## config.mk

```make
export PLATFORM = sky130hd
export DESIGN_NAME = register_controller
export DESIGN_NICKNAME = d
export VERILOG_FILES = /design/src/rtl/register_controller.sv
export SDC_FILE = /design/constraint.sdc
export NUM_CORES = 1
export LEC_CHECK = 0
export BUFFER_PORTS_ARGS = -buffer_cell sky130_fd_sc_hd__buf_4
export CORE_ASPECT_RATIO = 1.25
export CORE_MARGIN = 1
export CORE_UTILIZATION = 35
export CTS_BUF_LIST = sky130_fd_sc_hd__clkbuf_4 sky130_fd_sc_hd__clkbuf_8
export DETAILED_ROUTE_END_ITERATION = 10
export PLACE_DENSITY = 0.75
export SYNTH_ARGS = -nofsm -noshare
export SYNTH_HDL_FRONTEND = slang
export SYNTH_SLANG_ARGS = --single-unit
```

## constraint.sdc

```tcl
create_clock -name clk -period 2.4 [get_ports clk]
set_input_delay 0.48 -clock clk [delete_from_list [all_inputs] [get_ports clk]]
set_output_delay 0.48 -clock clk [all_outputs]
set_load 0.05 [all_outputs]
```

## src/rtl/register_controller.sv

```systemverilog
// Command sequencer for a single register: turns one accepted command into a
// burst of one-hot register strobes, then reports completion with done/err/result.
module register_controller #(
   parameter int DATA_WIDTH = 16,
   parameter int CNT_WIDTH  = 4
) (
   input  logic                  clk,
   input  logic                  rst,
   input  logic                  cmd_valid,
   output logic                  cmd_ready,
   input  logic [2:0]            cmd_op,
   input  logic [DATA_WIDTH-1:0] cmd_data,
   input  logic [CNT_WIDTH-1:0]  cmd_count,
   input  logic                  abort,
   input  logic [DATA_WIDTH-1:0] reg_out,
   output logic                  reg_cl,
   output logic                  reg_ld,
   output logic                  reg_inc,
   output logic                  reg_dec,
   output logic                  reg_sr,
   output logic                  reg_sl,
   output logic                  reg_ir,
   output logic                  reg_il,
   output logic [DATA_WIDTH-1:0] reg_in,
   output logic                  busy,
   output logic                  done,
   output logic                  err,
   output logic [DATA_WIDTH-1:0] result
);

   typedef enum logic [1:0] {IDLE, EXEC, DONE} state_t;

   localparam logic [2:0] OP_CLEAR = 3'd0;
   localparam logic [2:0] OP_LOAD  = 3'd1;
   localparam logic [2:0] OP_ADDN  = 3'd2;
   localparam logic [2:0] OP_SUBN  = 3'd3;
   localparam logic [2:0] OP_SHR   = 3'd4;
   localparam logic [2:0] OP_SHL   = 3'd5;
   localparam logic [2:0] OP_ASR   = 3'd6;
   localparam logic [2:0] OP_ROR   = 3'd7;

   state_t                state, state_d;
   logic [2:0]            op_q, op_d;
   logic [DATA_WIDTH-1:0] data_q, data_d;
   logic [CNT_WIDTH-1:0]  rem_q, rem_d;
   logic                  err_q, err_d;

   // NOTE: sequential state uses non-blocking assignments so every register
   // samples the pre-edge values, independent of statement order.
   always_ff @(posedge clk) begin
      if (rst) begin
         state  <= IDLE;
         op_q   <= '0;
         data_q <= '0;
         rem_q  <= '0;
         err_q  <= 1'b0;
      end else begin
         state  <= state_d;
         op_q   <= op_d;
         data_q <= data_d;
         rem_q  <= rem_d;
         err_q  <= err_d;
      end
   end

   // NOTE: every signal driven here gets a default first, so no path through
   // the case statements can leave one unassigned and infer a latch.
   always_comb begin
      state_d   = state;
      op_d      = op_q;
      data_d    = data_q;
      rem_d     = rem_q;
      err_d     = err_q;
      cmd_ready = 1'b0;
      reg_cl    = 1'b0;
      reg_ld    = 1'b0;
      reg_inc   = 1'b0;
      reg_dec   = 1'b0;
      reg_sr    = 1'b0;
      reg_sl    = 1'b0;
      reg_ir    = 1'b0;
      reg_il    = 1'b0;
      reg_in    = '0;
      busy      = 1'b0;
      done      = 1'b0;
      err       = 1'b0;
      result    = '0;

      // Outputs are gated in the reset cycle itself, before the state register clears.
      if (!rst) begin
         result = reg_out;
         unique case (state)
            IDLE: begin
               cmd_ready = 1'b1;
               err_d     = 1'b0;
               if (cmd_valid) begin
                  op_d    = cmd_op;
                  data_d  = cmd_data;
                  rem_d   = cmd_count;
                  state_d = EXEC;
               end
            end

            EXEC: begin
               busy = 1'b1;
               if (abort) begin
                  err_d   = 1'b1;
                  state_d = DONE;
               end else if (op_q == OP_CLEAR || op_q == OP_LOAD) begin
                  reg_cl  = (op_q == OP_CLEAR);
                  reg_ld  = (op_q == OP_LOAD);
                  reg_in  = (op_q == OP_LOAD) ? data_q : '0;
                  state_d = DONE;
               end else if (rem_q != '0) begin
                  unique case (op_q)
                     OP_ADDN: reg_inc = 1'b1;
                     OP_SUBN: reg_dec = 1'b1;
                     OP_SHR:  reg_sr  = 1'b1;
                     OP_SHL:  reg_sl  = 1'b1;
                     OP_ASR: begin
                        reg_sr = 1'b1;
                        reg_ir = reg_out[DATA_WIDTH-1];
                     end
                     OP_ROR: begin
                        reg_sr = 1'b1;
                        reg_ir = reg_out[0];
                     end
                     default: ;
                  endcase
                  rem_d = rem_q - CNT_WIDTH'(1);
                  if (rem_q == CNT_WIDTH'(1)) state_d = DONE;
               end else begin
                  // Zero-count iterative op: one empty EXEC cycle.
                  state_d = DONE;
               end
            end

            DONE: begin
               busy    = 1'b1;
               done    = 1'b1;
               err     = err_q;
               err_d   = 1'b0;
               state_d = IDLE;
            end

            default: state_d = IDLE;
         endcase
      end
   end

endmodule

```

Word level (Yosys, flattened, before mapping)
Cells that the tools add are included.

Memory bits (writable): 0. Bits in latches: 0. Output and inout bits: 44. Logic and storage cells: 100. Memories: 0. Input port bits: 43. Memory bits (read-only): 0. Bits in registers: 26.

$lt $le $gt $ge: 0. Add/subtract/negate cells: 1. Multiply operators: 0. Divide/modulo/power cells: 0. Reduce and logical (&&, ||, !) cells: 13. Bitwise logic cells: 0. Shift-type cells: 0. Multiplexer cells: 65. Equality and inequality tests: 16.

Operators with widths (number): $mux 16 (6); $mux 1 (46); $mux 4 (4); $eq 3x3->1 const B (4); $mux 2 (5); $ne 2x2->1 const B (5); $pmux 4 s2 (1); $eq 3x2->1 const B (2); $reduce_and 2->1 (3); $ne 5x5->1 const B (1); $reduce_and 5->1 (1); $eq 4x1->1 const B (1); $pmux 1 s2 (2); $pmux 2 s2 (1); $reduce_bool 2->1 (2); $reduce_bool 4->1 (1); $reduce_or 2->1 (2); $sub 4x1->4 const B (1); $eq 3x1->1 const B (1); $logic_not 3->1 (1); $reduce_or 3->1 (1); $eq 2x1->1 const B (1); $eq 2x2->1 const B (1); $logic_not 2->1 (1); $logic_or 1x1->1 (1).

Depth between registers and ports, before layout
Gate-level depths: netlist (run 1).

Word-level depth: 8. Depth in mapped cells: 7. Mapped depth without buffers: 6.

Worst setup path after synthesis (run 1)
Ideal clock, no wire load.

Kind: input port to output port. From: input port rst. To: output port reg_inc. Path buffers: 1. Slack: -0.344 ns. Cell stages on the path: 4. Data required time: 1.920 ns. Data arrival time: 2.264 ns. Cells stage by stage: buf_2 nand2b_1 or3_4 nor3_1.

Cells in the longest elaborated chain, start to end: 1.

Ends and longest elaborated chain: from (decl) (line 8) `input logic rst,`; $mux 1 (line 90) `if (!rst) begin`; to (decl) (line 18) `output logic reg_inc,`.

Every way passes these cells.

Worst setup path in the final report (run 1)
From: register state[1]. To: output port reg_in[3].

Cells in the longest elaborated chain, start to end: 3.

Ends and longest elaborated chain: from (decl) (line 42) `state_t state, state_d;`; from (signal assigned) (line 58) `state <= state_d;`; $eq 2x1->1 (line 92) `unique case (state)`; $mux 16 (line 92); $mux 16 (line 90); to (decl) (line 24) `output logic [DATA_WIDTH-1:0] reg_in,`.

Every way passes these cells.

==> flow_summary.ini, run 1 <==
[run_status]
status = completed

[layout]
fillCellCount = 394
final_cell_mix = 78 x buf_4, 43 x nand2_1, 24 x dfxtp_1, 23 x nor2b_1, 23 x a21oi_1
final_nets = 344
final_area_sq_um = 2550
final_common_cell = buf_4
area_growth_pct = 66.0
drive_gt1_frac = 0.437
n_antenna_cell = 0
post-route-util = 0.613
fin_cells = 351

[floorplanning]
start_util = 0.369
rows = 26
core_region_area_sq_um = 4160
die-height_um = 76.1
ioPinCount = 87
die_x_um = 61.3
dieArea_sq_um = 4660

[detailed_routing]
routedWlPerCell_um = 12.4
drt-total-wl_um = 4350
final_antenna_net_count = 0
drtPass1Iterations = 4
drt_first_iter_violations = 74
num_vias = 1709
drc_errors = 0
viasPerCell = 4.87

[timing]
fmax_mhz = 419
hold_violations = 0
relSlewSlack = 0.649
holdWs_ps = 455
final_max_slew_viol_count = 0
finalCriticalPeriod_ps = 2390
tightest_slew_ps = 513
grt_setup_unrepaired = yes
finClkSkew_ps = 3.44
finalSetupViolCount = 0
finalCritPeriodShare = 0.994

[grt]
antenna_found_initial = 0
grt.overflow.total = 0
grt_max_degree = 45
grt_usage = 0.179
grt_pass1_vias = 1532
grt_pass1_wl_um = 6600

[pwr]
p_per_area_nw_per_um2 = 458
combPwrFrac = 0.334
clkPwrFrac = 0.235
p_int_w = 0.000784
switching_power_w = 0.000384
p_sw_frac = 0.329
p_leak_nw = 1.18
irDropWorstVdd_mv = 0.264
power_w = 0.00117
seqPwrFrac = 0.431

[clock_tree]
root_buffer = clkbuf_8
ctsHoldBuffers = 0
cts_inserted_buffers = 3
cts_tree = built
clock_latency_ps = 260
cts_buffer_depth = 2
clk_pin_slew_ps = 90
cts_max_level = 1
numClockSinks = 26

[worst_hold_path]
min-delay-start = cmd_data[6]
min_path_type = in -> reg

[synthesis]
ys_seq_area_frac = 0.339
ys.warnings.count = 0
netlist_instances = 206
ys_ff_latch = 26
syn_nets = 254
syn-cell-area_sq_um = 1540
synth.avg_cell_area_sq_um = 7.46
ys_types = 37

[critical_path]
path_class = reg -> out
worst_ep_arrival_time_ps = 1910
end_kind = primary output
rr_startpoint = rem_q[0]$_SDFFE_PP0P_
crit_required_ps = 1920
path_max_fanout = 8
crit_chain = inv_2, ha_4, nand2b_4, or3_4, nor2_4, clkbuf_16, and2_4, buf_8
start_kind = register
critPathMaxStageDelay_ps = 390
crit_slowest_cell = or3_4
critPathLaunch = state[1]$_SDFFE_PP0P_

[placed_design]
numPortBuffers = 85
place_congestion = 0.863
placed_cell_area_sq_um = 2250
dpl.cell_count = 340
hpwl_um = 3070

[job]
max-cap-violations = 0
[worst max-delay path, delay by kind of cell, from the launching register on]
kind	cells	cell delay, ps
simple gates	4	780
buf+inv	3	390
flops	1	340
fa+ha+maj	1	140
[layer usage]
layer	vias to the layer above	wire, um	global-route usage
met2	45	2380	0.334
met3	6	158	0.0238
met5	-	0	0
met1	804	1760	0.200
li1	854	-	-
met4	0	53	0.0477
[state kept, by name, indices dropped and copies added, names as in the netlist]
signal  flops
err_q       1
op_q        3
state       2
data_q     16
rem_q       4
[logic make-up (layout without fill, tap and decap cells)]
| kind of cell | count (synthesis) | in the layout | share of synthesized area |
|---|---|---|---|
| other | 1 | 1 | 0.00244 |
| buffers and inverters | 21 | 110 | 0.0578 |
| multiplexers | 5 | 5 | 0.0334 |
| AND/OR/NAND/NOR | 112 | 112 | 0.383 |
| flip-flops | 26 | 26 | 0.339 |
| adder cells (fa/ha/maj) | 5 | 5 | 0.0407 |
| AO/OA/AOI/OAI | 36 | 36 | 0.144 |
[stage by stage]
step	worst slack (ps)	TNS [ps]
global placement	89.4	0
finish	13.4	0
floorplan	33.6	0
global route	-58.8	-703
detailed placement	79.2	0
CTS	25.8	0
[power by group through the flow]
stage | registers [W] | clock network (W) | logic (W)
finish | 0.000503 | 0.000274 | 0.000390
CTS | 0.000499 | 0.000287 | 0.000376
global placement | 0.000508 | 0 | 0.000369
global route | 0.000508 | 0.000304 | 0.000427
floorplan | 0.000498 | 0 | 0.000251
detailed placement | 0.000509 | 0 | 0.000374
[area by class of cell]
class                           count  area [sq um]  area share
Multi-Input combinational cell    159           998       0.391
Inverter                            9          33.8      0.0132
Tap cell                           56          70.1      0.0275
Timing Repair Buffer               97           871       0.341
Clock buffer                        4          55.1      0.0216
Sequential cell                    26           523       0.205
[worst paths after layout]
path / end / slack, ps / cells past startpoint
worst max-delay path: reg_in[3] / 10 / 8
worst min-delay path: data_q[6]$_SDFFE_PP0P_ / 460 / 3
worst max register to register: rem_q[1]$_SDFFE_PP0P_ / 390 / 6
worst min register to register: data_q[12]$_SDFFE_PP0P_ / 460 / 2
[what timing repair did]
action                                 CTS  global route
gates resized for setup                  0            49
pin swaps                                1             9
setup endpoints to repair               16            16
endpoints found under the hold margin    0             0
setup buffers                            1             5
cloned                                   0             1
[synth_stat cells (all sizes together)]
master   count  area, sq um
o211ai       3         22.5
buf          6         32.5
a2111oi      2         17.5
inv          9         33.8
nand2b       4         25.0
a211o        1         8.76
o21ai        1         5.00
nor2b       23          144
conb         1         3.75
a21oi       23          115
or3b         1         8.76
o211a        1         10.0
nor4         1         6.26
nor2         7         33.8
or3          2         17.5
a31oi        1         6.26
dfxtp       26          521
and2b        1         7.51
nand2       43          161
ha           5         62.6
and3         2         12.5
or2          1         6.26
clkbuf       6         22.5
a311o        2         20.0
o221ai       1         8.76
nor3b        1         7.51
nor3         3         15.0
mux2i        4         40.0
mux2         1         11.3
nand3        3         15.0
or4          2         15.0
and2        18          113
a22oi        1         7.51
No activity file was read; power rests on OpenSTA's default activity.
==> run 2, diff against run 1 <==
--- a/config.mk
+++ b/config.mk
@@ -5,6 +5,7 @@
 export SDC_FILE = /design/constraint.sdc
 export NUM_CORES = 1
 export LEC_CHECK = 0
+export ABC_AREA = 1
 export BUFFER_PORTS_ARGS = -buffer_cell sky130_fd_sc_hd__buf_4
 export CORE_ASPECT_RATIO = 1.25
 export CORE_MARGIN = 1
==> run 2 against run 1 <==
Critical path type unchanged. Clock power up 32%. Count of clock-buffer cells in the layout fell by 1. Maximum frequency is 7.1% higher. Sequential power barely moved. First-iteration DRC count shrank 64%.
==> flow_summary.ini, run 2 <==
[synthesis]
ys_ff_latch = 26
ys.warnings.count = 0
netlist_instances = 236
yosysTopAreaCell = dfxtp_1
syn-cell-area_sq_um = 1490
synthFlopType = dfxtp_1
synth.avg_cell_area_sq_um = 6.31
ys_seq_area_frac = 0.350
ys_top_cells_by_area = dfxtp_1 35%, nor2_1 13%, inv_1 12%
syn_nets = 284
synthTopCellsByCount = 52 x nor2_1, 49 x inv_1, 26 x dfxtp_1, 25 x nand2_1, 24 x o21ai_0
synth_enable_flop_cells = 0
post-synth-top-count-cell = nor2_1
ys_types = 24
async_flop_share = 0
synth_top_area_frac = 0.350

[timing]
finalSetupViolCount = 0
finalCritPeriodShare = 0.928
hold_violations = 0
final_max_slew_viol_count = 0
grt_setup_unrepaired = no
finalCriticalPeriod_ps = 2230
holdWs_ps = 455
finClkSkew_ps = 5.51
fmax_mhz = 449
finalWorstSetupSlack_ps = 172

[floorplanning]
rows = 26
die_x_um = 60.3
ioPinCount = 87
die-height_um = 74.9
start_util = 0.366
dieArea_sq_um = 4520
core_region_area_sq_um = 4070

[critical_path]
crit_slowest_cell = dfxtp_1
critPathLaunch = state[1]$_SDFFE_PP0P_
crit_required_ps = 1920
worst_ep_arrival_time_ps = 1750
path_class = reg -> out
end_kind = primary output
rr_startpoint = rem_q[0]$_SDFFE_PP0P_
start_kind = register
critPathMaxStageDelay_ps = 350
path_max_fanout = 16
crit_chain = inv_1, ha_4, nand3_2, nor3_4, inv_2, nor2_1, buf_4

[layout]
multi_input_area_sq_um = 754
final_cell_mix = 87 x buf_4, 52 x nor2_1, 49 x inv_1, 26 x dfxtp_1, 25 x nand2_1
post-route-util = 0.556
seqCellArea_sq_um = 520
top_regs = data_q x16, rem_q x4, op_q x3
regMostFlops = data_q
fin_cells = 373
drive_gt1_frac = 0.328
final_nets = 366
n_antenna_cell = 0
final_common_cell = buf_4
area_growth_pct = 51.8
fillCellCount = 422
largest_register_ffs = 16

[worst_hold_path]
min-delay-start = data_q[2]$_SDFFE_PP0P_
min_path_type = reg -> reg

[clock_tree]
cts_max_level = 1
clock_latency_ps = 270
clk_pin_slew_ps = 90
cts_inserted_buffers = 3
root_buffer = clkbuf_8
cts_buffer_depth = 2
numClockSinks = 26
cts_tree = built

[grt]
grt_usage = 0.161
grt_pass1_vias = 1378
grt.overflow.total = 0
grt_max_degree = 39
grt_pass1_wl_um = 5640
antenna_found_initial = 0

[placed_design]
place_congestion = 0.786
dpl.cell_count = 369
numPortBuffers = 85
hpwl_um = 2920
dp_slack_ps = 352

[detailed_routing]
drc_errors = 0
routedWlPerCell_um = 10.1
drtPass1Iterations = 4
drt-total-wl_um = 3770
final_antenna_net_count = 0
drt_first_iter_violations = 27
num_vias = 1659
viasPerCell = 4.45

[run_status]
status = completed

[job]
max-cap-violations = 0

[pwr]
p_per_area_nw_per_um2 = 554
irDropWorstVdd_mv = 0.222
p_leak_nw = 1.16
[run 2: cell count changes after synthesis, sizes merged, moves of 3 or more]
cell    previous run  this run
nand3              3         9
o21ai              1        24
and2              18         0
nand2             43        27
o211ai             3         0
nor2               7        53
nor2b             23         0
inv                9        51
mux2i              4         0
nand2b             4         0
[run 2: layout make-up]
type / count / share of cell area
clock buffers: 3 / 0.0183
well taps: 56 / 0.0310
repair buffers: 87 / 0.289
inverters: 51 / 0.0847
multi-input cells: 149 / 0.334
clock inverters: 1 / 0.0133
flip-flops and latches: 26 / 0.230
[run 2: layer usage]
layer,GRT usage,wire length [um],vias up
li1,-,-,879
met1,0.186,1560,722
met2,0.302,1940,56
met3,0.0223,236,2
met4,0.0465,30,0
met5,0,0,-
[run 2: worst max-delay path, delay by kind of cell (launching register included)]
family	cells	cell delay [ps]
adders and majority gates	1	200
buffers and inverters	3	470
DFF	1	350
and+or+nand+nor	3	470
[run 2: repair_timing]
| item | CTS | global route |
|---|---|---|
| hold buffers | 0 | 0 |
| setup endpoints to repair | 0 | 17 |
| resized for setup | 0 | 2 |
| setup buffers | 0 | 0 |
[run 2: path summary, 6_finish.rpt]
path / endpoint / slack, ps / cells after the start
max: reg_in[2] / 170 / 7
min: data_q[2]$_SDFFE_PP0P_ / 460 / 2
max reg2reg: rem_q[1]$_SDFFE_PP0P_ / 930 / 8
min reg2reg: data_q[2]$_SDFFE_PP0P_ / 460 / 2
[run 2: power by group]
group,internal [W],total (W),switching (W)
clock network,0.000223,0.000362,0.000139
registers,0.000477,0.000503,0.0000255
logic,0.000144,0.000389,0.000244
[run 2: kinds of logic after synthesis]
family | Yosys count | share of synthesized area
simple gates | 94 | 0.267
other cells | 1 | 0.00252
fa+ha+maj | 5 | 0.0420
flops | 26 | 0.350
compound gates | 49 | 0.175
buf+inv | 61 | 0.164
[run 2: metrics by stage]
step	cell area (sq um)	TNS, ps	power (W)
detailed placement	2180	0	0.000898
global placement	2180	0	0.000891
CTS	2250	0	0.00126
floorplan	1510	-3810	0.000775
global route	2260	0	0.00132
finish	2260	0	0.00125
==> run 3, diff against run 2 <==
--- a/config.mk
+++ b/config.mk
@@ -12,7 +12,7 @@
 export CORE_UTILIZATION = 35
 export CTS_BUF_LIST = sky130_fd_sc_hd__clkbuf_4 sky130_fd_sc_hd__clkbuf_8
 export DETAILED_ROUTE_END_ITERATION = 10
-export PLACE_DENSITY = 0.75
+export PLACE_DENSITY = 0.78
 export SYNTH_ARGS = -nofsm -noshare
 export SYNTH_HDL_FRONTEND = slang
 export SYNTH_SLANG_ARGS = --single-unit
==> constraint.sdc (replaced) <==
create_clock -name clk -period 1.85 [get_ports clk]
set_input_delay 0.37 -clock clk [delete_from_list [all_inputs] [get_ports clk]]
set_output_delay 0.37 -clock clk [all_outputs]
set_load 0.05 [all_outputs]
==> run 3 against run 2 <==
Combinational power up 60%. Global-route usage grew 2.5 points. Worst setup slack worse by 250 ps. Sequential share of layout area decreased by 3.6 points. Wire length is 17% higher. Critical endpoint is now reg_in[11]. Via count rose by 5.2%. Worst hold slack got worse by 73 ps. Register-to-register slack worse by 780 ps. Clock power up 3%. Count of clock-buffer cells in the layout up 1. The run now ends with setup timing left. Flip-flop and latch count is the same.
==> flow_summary.ini, run 3 (synthesis gave the netlist of run 2 again) <==
[run_status]
status = complete, but fails checks
violations = setup timing

[grt]
grt_max_degree = 39
grt_pass1_vias = 1530
antenna_found_initial = 0
grt_usage = 0.186
grt_pass1_wl_um = 6390
grt.overflow.total = 0

[clock_tree]
cts_max_level = 1
numClockSinks = 26
cts_tree = built
cts_inserted_buffers = 3
clk_pin_slew_ps = 90
root_buffer = clkbuf_8
clock_latency_ps = 270
cts_buffer_depth = 2

[placed_design]
dp_slack_ps = 60.8
hpwl_um = 3070
numPortBuffers = 85
place_congestion = 0.824

[critical_path]
end_kind = primary output
rr_startpoint = state[1]$_SDFFE_PP0P_
r2r_end = rem_q[1]$_SDFFE_PP0P_
path_class = reg -> out
path_max_fanout = 8
critPathMaxStageDelay_ps = 340
reg2reg_depth = 11
worst_ep_arrival_time_ps = 1560
crit_chain = inv_2, ha_4, nand3_4, nor3_4, bufinv_16, nor2_4, buf_8
r2r_slack_ps = 150
start_kind = register
crit_required_ps = 1480
crit_slowest_cell = dfxtp_2

[detailed_routing]
num_vias = 1745
drc_errors = 0
final_antenna_net_count = 0
viasPerCell = 4.52
drt-total-wl_um = 4390
routedWlPerCell_um = 11.4
drtPass1Iterations = 4
drt_first_iter_violations = 67

[worst_hold_path]
min-delay-start = cmd_data[12]
whs_path_depth = 3
min_path_type = in -> reg
whs_endpoint = data_q[12]$_SDFFE_PP0P_

[pwr]
irDropWorstVdd_mv = 0.298
p_leak_nw = 1.27
p_per_area_nw_per_um2 = 607

[layout]
area_growth_pct = 82.6
seqCellArea_sq_um = 528
multi_input_area_sq_um = 967
top_regs = data_q x16, rem_q x4, op_q x3
drive_gt1_frac = 0.461
regMostFlops = data_q
final_cell_mix = 75 x buf_4, 44 x inv_1, 33 x nor2_1, 24 x o21ai_0
fillCellCount = 350
final_common_cell = buf_4
largest_register_ffs = 16
post-route-util = 0.669
n_antenna_cell = 0
final_nets = 379

[floorplanning]
rows = 26
die-height_um = 74.9
start_util = 0.366
dieArea_sq_um = 4520
die_x_um = 60.3
core_region_area_sq_um = 4070
ioPinCount = 87

[timing]
finalCriticalPeriod_ps = 1930
fmax_mhz = 519
finalWorstSetupSlack_ps = -76.1
finalSetupViolCount = 20
final_max_slew_viol_count = 0
finClkSkew_ps = 4.70
final.setup.tns_ps = -1080
finalCritPeriodShare = 1.04
grt_setup_unrepaired = yes
hold_violations = 0

[job]
max-cap-violations = 0
## run 3: changes by cell type in the layout (fill, tap and decap cells not counted), sizes merged
cell    before  now
buf         87   99
clkbuf       3    4
## run 3: worst max-delay path: cells and delay by family (launching register included)
family	cells	cell delay, ps
buffers and inverters	3	450
flip-flops	1	340
AND/OR/NAND/NOR	3	340
adder cells (fa/ha/maj)	1	140
## run 3: through the flow
step	hold slack, ps	cell area [sq um]	std cells	power (W)
finish	382	2720	386	0.00165
global route	398	2720	386	0.00175
CTS	367	2610	383	0.00163
detailed placement	463	2330	372	0.00120
global placement	457	2330	372	0.00119
floorplan	432	1640	236	0.00103
## run 3: area by class of cell
class | instances | area share
Timing Repair inverter | 1 | 0.00414
Timing Repair Buffer | 99 | 0.319
Multi-Input combinational cell | 149 | 0.356
Sequential cell | 26 | 0.194
Tap cell | 56 | 0.0258
Clock buffer | 4 | 0.0202
Inverter | 51 | 0.0810
## run 3: repair_timing
| action | 4_1_cts | 5_1_grt |
|---|---|---|
| pin swaps | 5 | 4 |
| gates cloned | 1 | 0 |
| setup endpoints to repair | 21 | 23 |
| resized for setup | 44 | 23 |
| hold buffers | 0 | 0 |
| buffers inserted | 6 | 3 |
## run 3: worst max-delay path by stage
| stage | end | slack (ps) | start | cells after the start |
|---|---|---|---|---|
| after floorplan | reg_in[0] | -320 | state[1]$_SDFFE_PP0P_ | 7 |
| after global placement | reg_in[0] | 90 | abort | 7 |
| after detailed placement | reg_in[0] | 60 | abort | 7 |
| after CTS | reg_in[0] | -70 | state[1]$_SDFFE_PP0P_ | 7 |
| after global routing | reg_in[13] | -170 | op_q[1]$_SDFFE_PP0P_ | 6 |
| final | reg_in[11] | -80 | state[1]$_SDFFE_PP0P_ | 7 |
## run 3: report_power, final
group	internal, W	switching [W]	leakage [nW]
Sequential	0.000622	0.0000321	0.217
Clock	0.000191	0.000183	0.0288
Combinational	0.000238	0.000384	1.03
Total	0.00105	0.000599	1.27
## run 3: metal layers
metal	wire length [um]	global-route usage	share of wire
met1	1670	0.207	0.38
met3	217	0.0206	0.049
met4	67	0.0775	0.015
met2	2440	0.349	0.55
met5	0	0	0
